$ cat config.mk
export PLATFORM = sky130hd
export DESIGN_NAME = nes_pad_receiver
export DESIGN_NICKNAME = d
export VERILOG_FILES = /design/src/rtl/nes_pad_receiver.sv
export SDC_FILE = /design/constraint.sdc
export NUM_CORES = 1
export LEC_CHECK = 0
export CORE_ASPECT_RATIO = 1.25
export CORE_MARGIN = 4
export CORE_UTILIZATION = 30
export CTS_BUF_LIST = sky130_fd_sc_hd__clkbuf_8
export CTS_CLUSTER_SIZE = 28
export DETAILED_ROUTE_END_ITERATION = 12
export PLACE_DENSITY = 0.58
export RECOVER_POWER = 100
export SLEW_MARGIN = 20
export SYNTH_ARGS = -nofsm -noshare
export SYNTH_HDL_FRONTEND = slang
export SYNTH_SLANG_ARGS = --single-unit
export TNS_END_PERCENT = 30
$ cat constraint.sdc
create_clock -name clk -period 5.93 [get_ports clk]
set_clock_uncertainty 0.05 [all_clocks]
set_input_delay 0.593 -clock clk [delete_from_list [all_inputs] [get_ports clk]]
set_output_delay 0.593 -clock clk [all_outputs]
set_load 0.02 [all_outputs]
$ cat src/rtl/nes_pad_receiver.sv
// Serial NES/SNES gamepad receiver: drives latch/clock to NUM_PADS pads, shifts in BUTTONS bits each.
// Optional macro NES_DEBOUNCE_EN: a bit only changes when two consecutive reads agree.
module nes_pad_receiver #(
    parameter int NUM_PADS = 1,
    parameter int BUTTONS  = 8,
    parameter int CLK_DIV  = 150
) (
    input  logic                         clk,
    input  logic                         rst_n,
    input  logic                         poll,
    input  logic [NUM_PADS-1:0]          pad_data,
    output logic                         pad_latch,
    output logic                         pad_clk,
    output logic [NUM_PADS*BUTTONS-1:0]  buttons,
    output logic [NUM_PADS*BUTTONS-1:0]  pressed,
    output logic                         valid,
    output logic                         busy
);
    localparam int W     = NUM_PADS * BUTTONS;
    localparam int DIV_W = $clog2(2 * CLK_DIV);
    localparam int IDX_W = (BUTTONS > 1) ? $clog2(BUTTONS) : 1;

    localparam logic [DIV_W-1:0] LATCH_LAST = DIV_W'(2 * CLK_DIV - 1);
    localparam logic [DIV_W-1:0] HALF_LAST  = DIV_W'(CLK_DIV - 1);
    localparam logic [IDX_W-1:0] IDX_LAST   = IDX_W'(BUTTONS - 1);

    typedef enum logic [2:0] {
        S_IDLE,
        S_LATCH,
        S_GAP,
        S_CLK_HI,
        S_CLK_LO,
        S_DONE
    } state_t;

    state_t              state, state_next;
    logic [NUM_PADS-1:0] sync1, sync2;
    logic [DIV_W-1:0]    div;
    logic [IDX_W-1:0]    bit_idx;
    logic [W-1:0]        raw, raw_next, fresh, btn_next;
    logic                div_last, sample_en;
`ifdef NES_DEBOUNCE_EN
    logic [W-1:0]        prev_fresh;
`endif

    // Released pads pull high, so the synchroniser resets to all-ones.
    always_ff @(posedge clk) begin
        if (!rst_n) begin
            sync1 <= '1;
            sync2 <= '1;
        end else begin
            sync1 <= pad_data;
            sync2 <= sync1;
        end
    end

    assign div_last  = (state == S_LATCH) ? (div == LATCH_LAST) : (div == HALF_LAST);
    assign sample_en = div_last && (state == S_GAP || state == S_CLK_LO);

    // NOTE: every always_comb output gets a default first so no path can infer a latch.
    always_comb begin
        state_next = state;
        case (state)
            S_IDLE:   if (poll) state_next = S_LATCH;
            S_LATCH:  if (div_last) state_next = S_GAP;
            S_GAP:    if (div_last) state_next = (BUTTONS > 1) ? S_CLK_HI : S_DONE;
            S_CLK_HI: if (div_last) state_next = S_CLK_LO;
            S_CLK_LO: if (div_last) state_next = (bit_idx == IDX_LAST) ? S_DONE : S_CLK_HI;
            S_DONE:   state_next = S_IDLE;
            default:  state_next = S_IDLE;
        endcase
    end

    // bit_idx always names the next bit to capture, so GAP and CLK_LO share one sample path.
    always_comb begin
        raw_next = raw;
        if (sample_en) begin
            for (int p = 0; p < NUM_PADS; p++) begin
                raw_next[p * BUTTONS + int'(bit_idx)] = sync2[p];
            end
        end
        fresh = ~raw_next;
`ifdef NES_DEBOUNCE_EN
        btn_next = (fresh & ~(fresh ^ prev_fresh)) | (buttons & (fresh ^ prev_fresh));
`else
        btn_next = fresh;
`endif
    end

    // NOTE: sequential state uses non-blocking assignments so every flop samples pre-edge values.
    always_ff @(posedge clk) begin
        if (!rst_n) begin
            state     <= S_IDLE;
            div       <= '0;
            bit_idx   <= '0;
            raw       <= '0;
            pad_latch <= 1'b0;
            pad_clk   <= 1'b0;
            busy      <= 1'b0;
            valid     <= 1'b0;
            buttons   <= '0;
            pressed   <= '0;
`ifdef NES_DEBOUNCE_EN
            prev_fresh <= '0;
`endif
        end else begin
            state <= state_next;
            div   <= (state_next != state || state == S_IDLE) ? '0 : div + DIV_W'(1);
            raw   <= raw_next;

            if (state == S_IDLE)
                bit_idx <= '0;
            else if (sample_en && bit_idx != IDX_LAST)
                bit_idx <= bit_idx + IDX_W'(1);

            // Outputs are registered from the next state so the pad lines never glitch.
            pad_latch <= (state_next == S_LATCH);
            pad_clk   <= (state_next == S_CLK_HI);
            busy      <= (state_next != S_IDLE);
            valid     <= (state_next == S_DONE);

            if (state_next == S_DONE) begin
                buttons <= btn_next;
                pressed <= btn_next & ~buttons;
`ifdef NES_DEBOUNCE_EN
                prev_fresh <= fresh;
`endif
            end else begin
                pressed <= '0;
            end
        end
    end
endmodule
# After elaboration in Yosys (flattened, before gate mapping)
# Cells that the tools add are included.
dict set report word_totals {
  regBits 45
  out_inout_bits 20
  elab_cells 54
}
dict set report op_classes {
  n_mux 12
  reduce_logical 10
  n_lt_le_gt_ge 2
  bitwise 4
  add_sub_neg 2
  eq_ne 12
}
# operator n
set op_table {}
lappend op_table {{3-bit 2-to-1 mux} 6}
lappend op_table {{8-bit NOT} 2}
lappend op_table {{3-bit case mux with 5 select lines} 1}
lappend op_table {{9-bit by 1-bit adder with 9-bit output (second input constant)} 1}
lappend op_table {{3-bit by 2-bit equality test with 1-bit output (second input constant)} 3}
lappend op_table {{3-bit equality test (second input constant)} 3}
lappend op_table {{9-bit by 8-bit equality test with 1-bit output (second input constant)} 1}
lappend op_table {{9-bit equality test (second input constant)} 1}
lappend op_table {{8-bit bitwise AND} 1}
lappend op_table {{8-bit bitwise mux} 1}
lappend op_table {{8-bit 2-to-1 mux} 1}
lappend op_table {{3-bit by 1-bit equality test with 1-bit output (second input constant)} 2}
lappend op_table {{3-bit by 4-bit less-than comparator with 1-bit output (second input constant)} 1}
lappend op_table {{2-bit OR reduction} 2}
lappend op_table {{3-bit by 1-bit adder with 3-bit output (second input constant)} 1}
lappend op_table {{1-bit demux with 3-bit select} 1}
lappend op_table {{3-bit by 1-bit >= comparator with 1-bit output (second input constant)} 1}
lappend op_table {{1-bit logical AND} 3}
lappend op_table {{3-bit logical NOT} 1}
lappend op_table {{3-bit != test} 1}
lappend op_table {{3-bit != test (second input constant)} 1}
lappend op_table {{3-bit nonzero test} 1}
lappend op_table {{1-bit logical OR} 2}
lappend op_table {{1-bit 2-to-1 mux} 2}
lappend op_table {{2 further kinds} 2}

# Longest topological paths before layout
# Gate-level depths: netlist of the first run.
dict set report depth {
  word_depth 8
  ltp_mapped 7
  mapped_depth_nobuf 7
}

# Worst setup path before layout of the first run
# OpenSTA, ideal clock, no wires.
dict set report synth_path {
  kind {flip-flop to flip-flop}
  startpoint {register div[0]}
  endpoint {register buttons[6]}
  synth_period_minus_slack_ns 1.897
  arrival_time_ns 1.730
  required_time_ns 5.763
  n_path_buf 0
  stages_incl_launch_ff 6
  slack_ns 4.033
  setup_time_ns 0.117
  path_cell_list {dfxtp_1 -> or3b_1 -> or4b_4 -> nor2_1 -> nand2_1 -> a32o_1}
}
dict set report synth_between {
  elab_chain_cells 5
  elab_cells_between_ends 12
  classes_between {3 x eq/ne; 7 x mux; 1 x bitwise; 1 x reduce/logical}
}
# item line
set synth_lines {}
lappend synth_lines {{start: declaration} 38} ;# logic [DIV_W-1:0] div;
lappend synth_lines {{start signal: assignment} 108} ;# div <= (state_next != state || state == S_IDLE) ? '0 : div + DIV_W'(1);
lappend synth_lines {{9-bit by 8-bit equality test with 1-bit output / 9-bit equality test (equally long branches)} 57} ;# assign div_last = (state == S_LATCH) ? (div == LATCH_LAST) : (div == HALF_LAST);
lappend synth_lines {{1-bit 2-to-1 mux (*)} 57}
lappend synth_lines {{3-bit 2-to-1 mux (tied with other cells)} 68} ;# S_CLK_LO: if (div_last) state_next = (bit_idx == IDX_LAST) ? S_DONE : S_CLK_HI;
lappend synth_lines {{3-bit case mux with 5 select lines / 8-bit 2-to-1 mux (equally long branches)} {63, 77}}
lappend synth_lines {{3-bit equality test / 8-bit NOT (equally long branches)} {122, 82}}
lappend synth_lines {{end signal: assignment} 123} ;# buttons <= btn_next;
lappend synth_lines {{end: declaration} 14} ;# output logic [NUM_PADS*BUTTONS-1:0] buttons,
# Every way passes the cells marked *; elsewhere a longest branch is shown, timed or not.
# A chain may end at the register's enable or synchronous reset.

# Worst setup path in the final report of the first run
dict set report layout_path {
  startpoint {register state[0]}
  endpoint {register div[7]}
}
dict set report layout_between {
  elab_chain_cells 7
  elab_cells_between_ends 15
  classes_between {5 x eq/ne; 7 x mux; 3 x reduce/logical}
}
# item line
set layout_lines {}
lappend layout_lines {{start: declaration} 36} ;# state_t state, state_next;
lappend layout_lines {{start signal: assignment} 107} ;# state <= state_next;
lappend layout_lines {{3-bit by 1-bit equality test with 1-bit output} {57, 63}}
lappend layout_lines {{1-bit 2-to-1 mux} 57}
lappend layout_lines {{3-bit 2-to-1 mux, on equally long branches} n/a}
lappend layout_lines {{3-bit case mux with 5 select lines} 63} ;# case (state)
lappend layout_lines {{3-bit != test} 108}
lappend layout_lines {{1-bit logical OR (*)} 108}
lappend layout_lines {{2-bit OR reduction (no source line) (*)} n/a}
# Marks and branches as above.

==> results of run 1 <==
## power by group through the flow
stage | Combinational (mW) | Sequential, mW | Clock, mW
CTS | 0.0258 | 0.309 | 0.246
global route | 0.0273 | 0.310 | 0.257
floorplan | 0.0168 | 0.316 | 0
finish | 0.0244 | 0.309 | 0.240
global placement | 0.0258 | 0.317 | 0
detailed placement | 0.0258 | 0.317 | 0
## flip-flops by register name (all words and copies together) (netlist names)
signal and count:
sync2 1, sync1 1, raw 8, div 9, pressed 8, bit_idx 3
state 3, pad_clk 1, busy 1, pad_latch 1, buttons 8, valid 1
## per-layer routing
metal / vias up / wire length (um) / track usage [%]
met2: 26 / 1900 / 18.3
met5: - / 0 / 0
met4: 0 / 70 / 4.89
met3: 8 / 147 / 2.05
met1: 679 / 1740 / 13.2
li1: 785 / - / -
## logic make-up (layout without fill, tap and decap cells)
family          Yosys count  count (layout)  share of synthesized area [%]
xor+xnor                  9               9                           4.16
simple gates             91              91                           27.3
flops                    45              45                           47.5
buf+inv                  13              38                           3.10
fa+ha+maj                 3               3                           1.98
compound gates           43              43                           16.0
## final cells by class
| class | instances | area share, % |
|---|---|---|
| Clock buffer | 6 | 3.59 |
| Multi-Input combinational cell | 146 | 39.8 |
| Clock inverter | 2 | 1.63 |
| Sequential cell | 45 | 39.2 |
| Timing Repair Buffer | 23 | 10.0 |
| Inverter | 7 | 1.14 |
| Tap cell | 85 | 4.63 |
## cell usage in the layout (no fill, tap or decap), types with 2 or more instances in the layout
cell,count
nand3_1,8
clkdlybuf4s50_1,2
nor3_1,8
o21ai_1,2
nor4_1,9
dfxtp_1,45
ha_1,3
o21ai_0,5
and3_1,2
a32o_1,2
nor2_1,24
inv_1,7
nand2b_1,5
a31oi_1,2
o31a_1,4
nand2_1,16
dlygate4sd3_1,21
or3b_1,2
nand4_1,2
a21oi_1,8
nand4bb_1,2
clkbuf_8,6
nand3b_1,3
xnor2_1,2
xor2_1,7
o21a_1,9
o31ai_1,7
## critical path: stages, from the launching register on
cell and delay [ns]:
dfxtp_1 0.50, nand2b_1 0.23, nor4_4 0.37, nor2_1 0.26, o21ai_0 0.84, nor2_1 0.12
## worst paths after layout
path / cells after the start / end / slack (ns) / from
max reg2reg: 5 / div[7] / 3.42 / state[0]
max: 5 / div[7] / 3.42 / state[0]
min: 1 / sync2 / 0.37 / sync1
min reg2reg: 1 / sync2 / 0.37 / sync1
## stage by stage
stage | total power [mW] | utilization [%] | cells
finish | 0.574 | 37.3 | 314
global placement | 0.342 | 35.7 | 306
global route | 0.594 | 37.3 | 314
detailed placement | 0.342 | 35.7 | 306
CTS | 0.581 | 37.6 | 314
floorplan | 0.333 | - | 204
==> out/metrics.cfg, run 1 <==
[yosys]
synth_edf_count=0
ys_seq_area_share_pct=47.5
yosysMostFrequentCell=dfxtp_1
synthArstFlopShare_pct=0
synthTopCellsByCount=dfxtp_1 (45), nor2_1 (24), nand2_1 (16), o21a_1 (9)
syn_area_um2=1900
syn-num-nets=211
synth.ff_latch_count=45
synth.largest_area_cell=dfxtp_1
yosysUniqueCellTypes=45
avgSynthCellArea_um2=9.29
yosysWarnings=0
synthFlopType=dfxtp_1
synth_top_area_share_pct=47.5
postSynthCellCount=204
synth.area.top_cells=dfxtp_1 (48%), nor2_1 (4.8%), o21a_1 (3.6%)

[cells_and_area]
seq_area_um2=901
fill_cells=654
multi_input_area_um2=915
insertedDiodeCount=0
drive_above_1_share_pct=4.80
area_growth_pct=21.3
fin_area_um2=2300
nets=235

[die]
dieArea_um2=7660
die-height_um=96.9
initial_utilization_pct=30.7
rows=32
core-area_um2=6170
die_w_um=79.1
ios=24

[sta]
hold_ws_ns=0.366
hold_violations=0
finalSetupViolCount=0
layout_min_cycle_time_ns=2.51
final.setup.tns_ns=0
rsz0062_at_grt=false
slew_violations=0
finalCritPeriodShare_pct=42.4
fin_ws_ns=3.42
fmax_mhz=398
worstMarginPinSlew_ns=0.992
maxSlewHeadroom_pct=33.2

[drt]
wl_mm=3.86
drc=0
dr.pass1.iters=4
ant_nets=0
vias=1498
wl_per_cell_um=12.3
drtIter0Drc=60
vias_per_cell=4.77

[cts]
postCtsHoldBufs=0
clkLatencyLatePin_ns=0.30
clock-sinks=45
cts.clk_slew.worst_paths_ns=0.08
cts_buffers=5
h-tree-depth=2
clk_path_buf_depth=2
clock-root-buffer=clkbuf_8
postCtsSetupRepairBufs=0
cts_resized=0
cts_tree=built

[pwr]
internal_power_uw=452
p_per_area_nw_per_um2=250
p_leak_nw=0.867
ir_worst_vdd_mv=0.204
p_comb_share_pct=4.3
switchingPower_uw=122
p_clk_share_pct=41.8
swShare_pct=21.3
seqPwrFrac_pct=53.9

[worst_setup_path]
cp-start-kind=flip-flop
crit_required_ns=6.03
cp_max_fo=12
cp.arrival_ns=2.61
critPathCaptureType=flip-flop
crit_type=flip-flop to flip-flop

[placement]
io_buffers=23
preCtsSetupSlack_ns=3.34
gp_congestion=0.776
post-dp-hpwl_mm=2.82
post_dp_cell_area_um2=2200

[run_status]
status=finished, final reports clean

[grt]
grt_max_degree=15
antenna_found_initial=0
overflow=0
first_global_vias=1500
grtUsageTotal_pct=10.9
grt_pass1_wl_mm=6.78

[hold_path]
min_path_type=flip-flop to flip-flop

[flow_run]
drv_cap=0

(Power assumes the default switching activity.)
==> run 2, diff against run 1 <==
PLACE_DENSITY = 0.6   (was 0.58)
clock period = 2.3 ns   (was 5.93 ns; I/O delays follow)
==> out/metrics.cfg, run 2 (same netlist as run 1, synthesis figures left out) <==
[run_status]
status=finished, final reports clean

[cts]
cts_resized=0  ; unchanged
clk_path_buf_depth=2  ; unchanged
postCtsHoldBufs=0  ; unchanged
cts_tree=built
clkLatencyLatePin_ns=0.29  ; about the same
clock-root-buffer=clkbuf_8
clock-sinks=45  ; unchanged
postCtsSetupRepairBufs=0  ; unchanged
cts_buffers=5  ; unchanged
h-tree-depth=2  ; unchanged
cts.clk_slew.worst_paths_ns=0.08  ; about the same

[grt]
first_global_vias=1456  ; -2.9%
grt_max_degree=14  ; -1
overflow=0  ; unchanged
grt_pass1_wl_mm=7.13  ; +5.1%
antenna_found_initial=0  ; unchanged
grtUsageTotal_pct=11.4  ; +0.58 points

[drt]
ant_nets=0  ; unchanged
vias=1538  ; +2.7%
wl_per_cell_um=12.7  ; +3.7%
drc=0  ; unchanged
vias_per_cell=4.75  ; -0.50%
drtIter0Drc=87  ; +45%
dr.pass1.iters=4  ; unchanged
wl_mm=4.13  ; +7.0%

[sta]
hold_violations=0  ; unchanged
hold_ws_ns=0.360  ; -0.00615 ns
worstMarginPinSlew_ns=0.748  ; -0.244 ns
finalSetupViolCount=0  ; unchanged
layout_min_cycle_time_ns=2.10  ; -0.414 ns
finalCritPeriodShare_pct=91.2  ; +49 points
slew_violations=0  ; unchanged
rsz0062_at_grt=false
maxSlewHeadroom_pct=50.1  ; +17 points
final.setup.tns_ns=0  ; unchanged
fmax_mhz=477  ; +20%

[pwr]
p_per_area_nw_per_um2=567  ; +130%
finalPower_mw=1.33  ; +130%
p_leak_nw=0.903  ; +4.2%
ir_worst_vdd_mv=0.317  ; +55%

[die]
ios=24  ; unchanged
core-area_um2=6170  ; unchanged
rows=32  ; unchanged
dieArea_um2=7660  ; unchanged
initial_utilization_pct=30.7  ; unchanged
die-height_um=96.9  ; unchanged
die_w_um=79.1  ; unchanged

[cells_and_area]
fill_cells=672  ; +2.8%
insertedDiodeCount=0  ; unchanged
final_core_util_pct=38.0  ; +0.73 points
area_growth_pct=23.6
final_cell_mix=dfxtp_1 (45), nor2_1 (24), dlygate4sd3_1 (21), nand2_1 (16), o21a_1 (9)
fin_area_um2=2340  ; +2.0%
drive_above_1_share_pct=8.79  ; +4.0 points
multi_input_area_um2=930  ; +1.6%
layout_commonest_cell=dfxtp_1
nets=245  ; +4.3%
seq_area_um2=901  ; unchanged
largest_register_ffs=9  ; unchanged
regMostFlops=div

[worst_setup_path]
critPathCaptureType=flip-flop
cp_max_fo=10  ; -2
crit_required_ns=2.46  ; -3.57 ns
cp.arrival_ns=2.25  ; -0.36 ns
crit_type=flip-flop to flip-flop
cp-start-kind=flip-flop

[placement]
post-dp-hpwl_mm=3.09  ; +9.6%
io_buffers=23  ; unchanged
gp_congestion=0.902  ; +16%
post_dp_cell_area_um2=2270  ; +3.4%

[hold_path]
min_path_type=flip-flop to flip-flop

[flow_run]
drv_cap=0  ; unchanged

==> run 2: final cells by class <==
type | instances | area share [%]
sequential | 45 | 38.4
timing repair buffer | 33 | 12.7
multi-input combinational | 146 | 39.7
clock inverter | 3 | 0.587
clock buffer | 5 | 2.94
tap | 85 | 4.54
inverter | 7 | 1.12
==> run 2: power by group <==
| part | switching, mW | internal, mW | total (mW) |
|---|---|---|---|
| registers | 0.00814 | 0.787 | 0.795 |
| logic | 0.0445 | 0.0300 | 0.0745 |
| clock network | 0.252 | 0.206 | 0.458 |
| total | 0.304 | 1.02 | 1.33 |
==> run 2: final timing paths <==
kind	start	endpoint	cells past startpoint	slack (ns)
hold / removal	sync1	sync2	1	0.36
hold reg to reg	sync1	sync2	1	0.36
setup / recovery	div[2]	buttons[2]	5	0.20
setup reg to reg	div[2]	buttons[2]	5	0.20
==> run 2: critical path, cell delays in order (launching register included) <==
cell,delay [ns]
dfxtp_1,0.42
or3b_1,0.47
nor4_1,0.33
nand3_1,0.26
clkbuf_4,0.29
o31ai_1,0.20
==> run 2: through the flow <==
| step | std cells | setup WS [ns] |
|---|---|---|
| 2_1_floorplan | 204 | 0.403 |
| 3_3_place_gp | 316 | 0.248 |
| 3_5_place_dp | 316 | 0.234 |
| 4_1_cts | 324 | 0.221 |
| 5_1_grt | 324 | 0.0248 |
| 6_report | 324 | 0.203 |
==> run 2: routing by layer <==
metal	vias up	GRT usage, %	part of all wire (%)
met3	8	2.61	2.2
met5	-	0	0
met2	17	18.3	49
li1	807	-	-
met1	706	14.8	47
met4	0	4.37	1.9
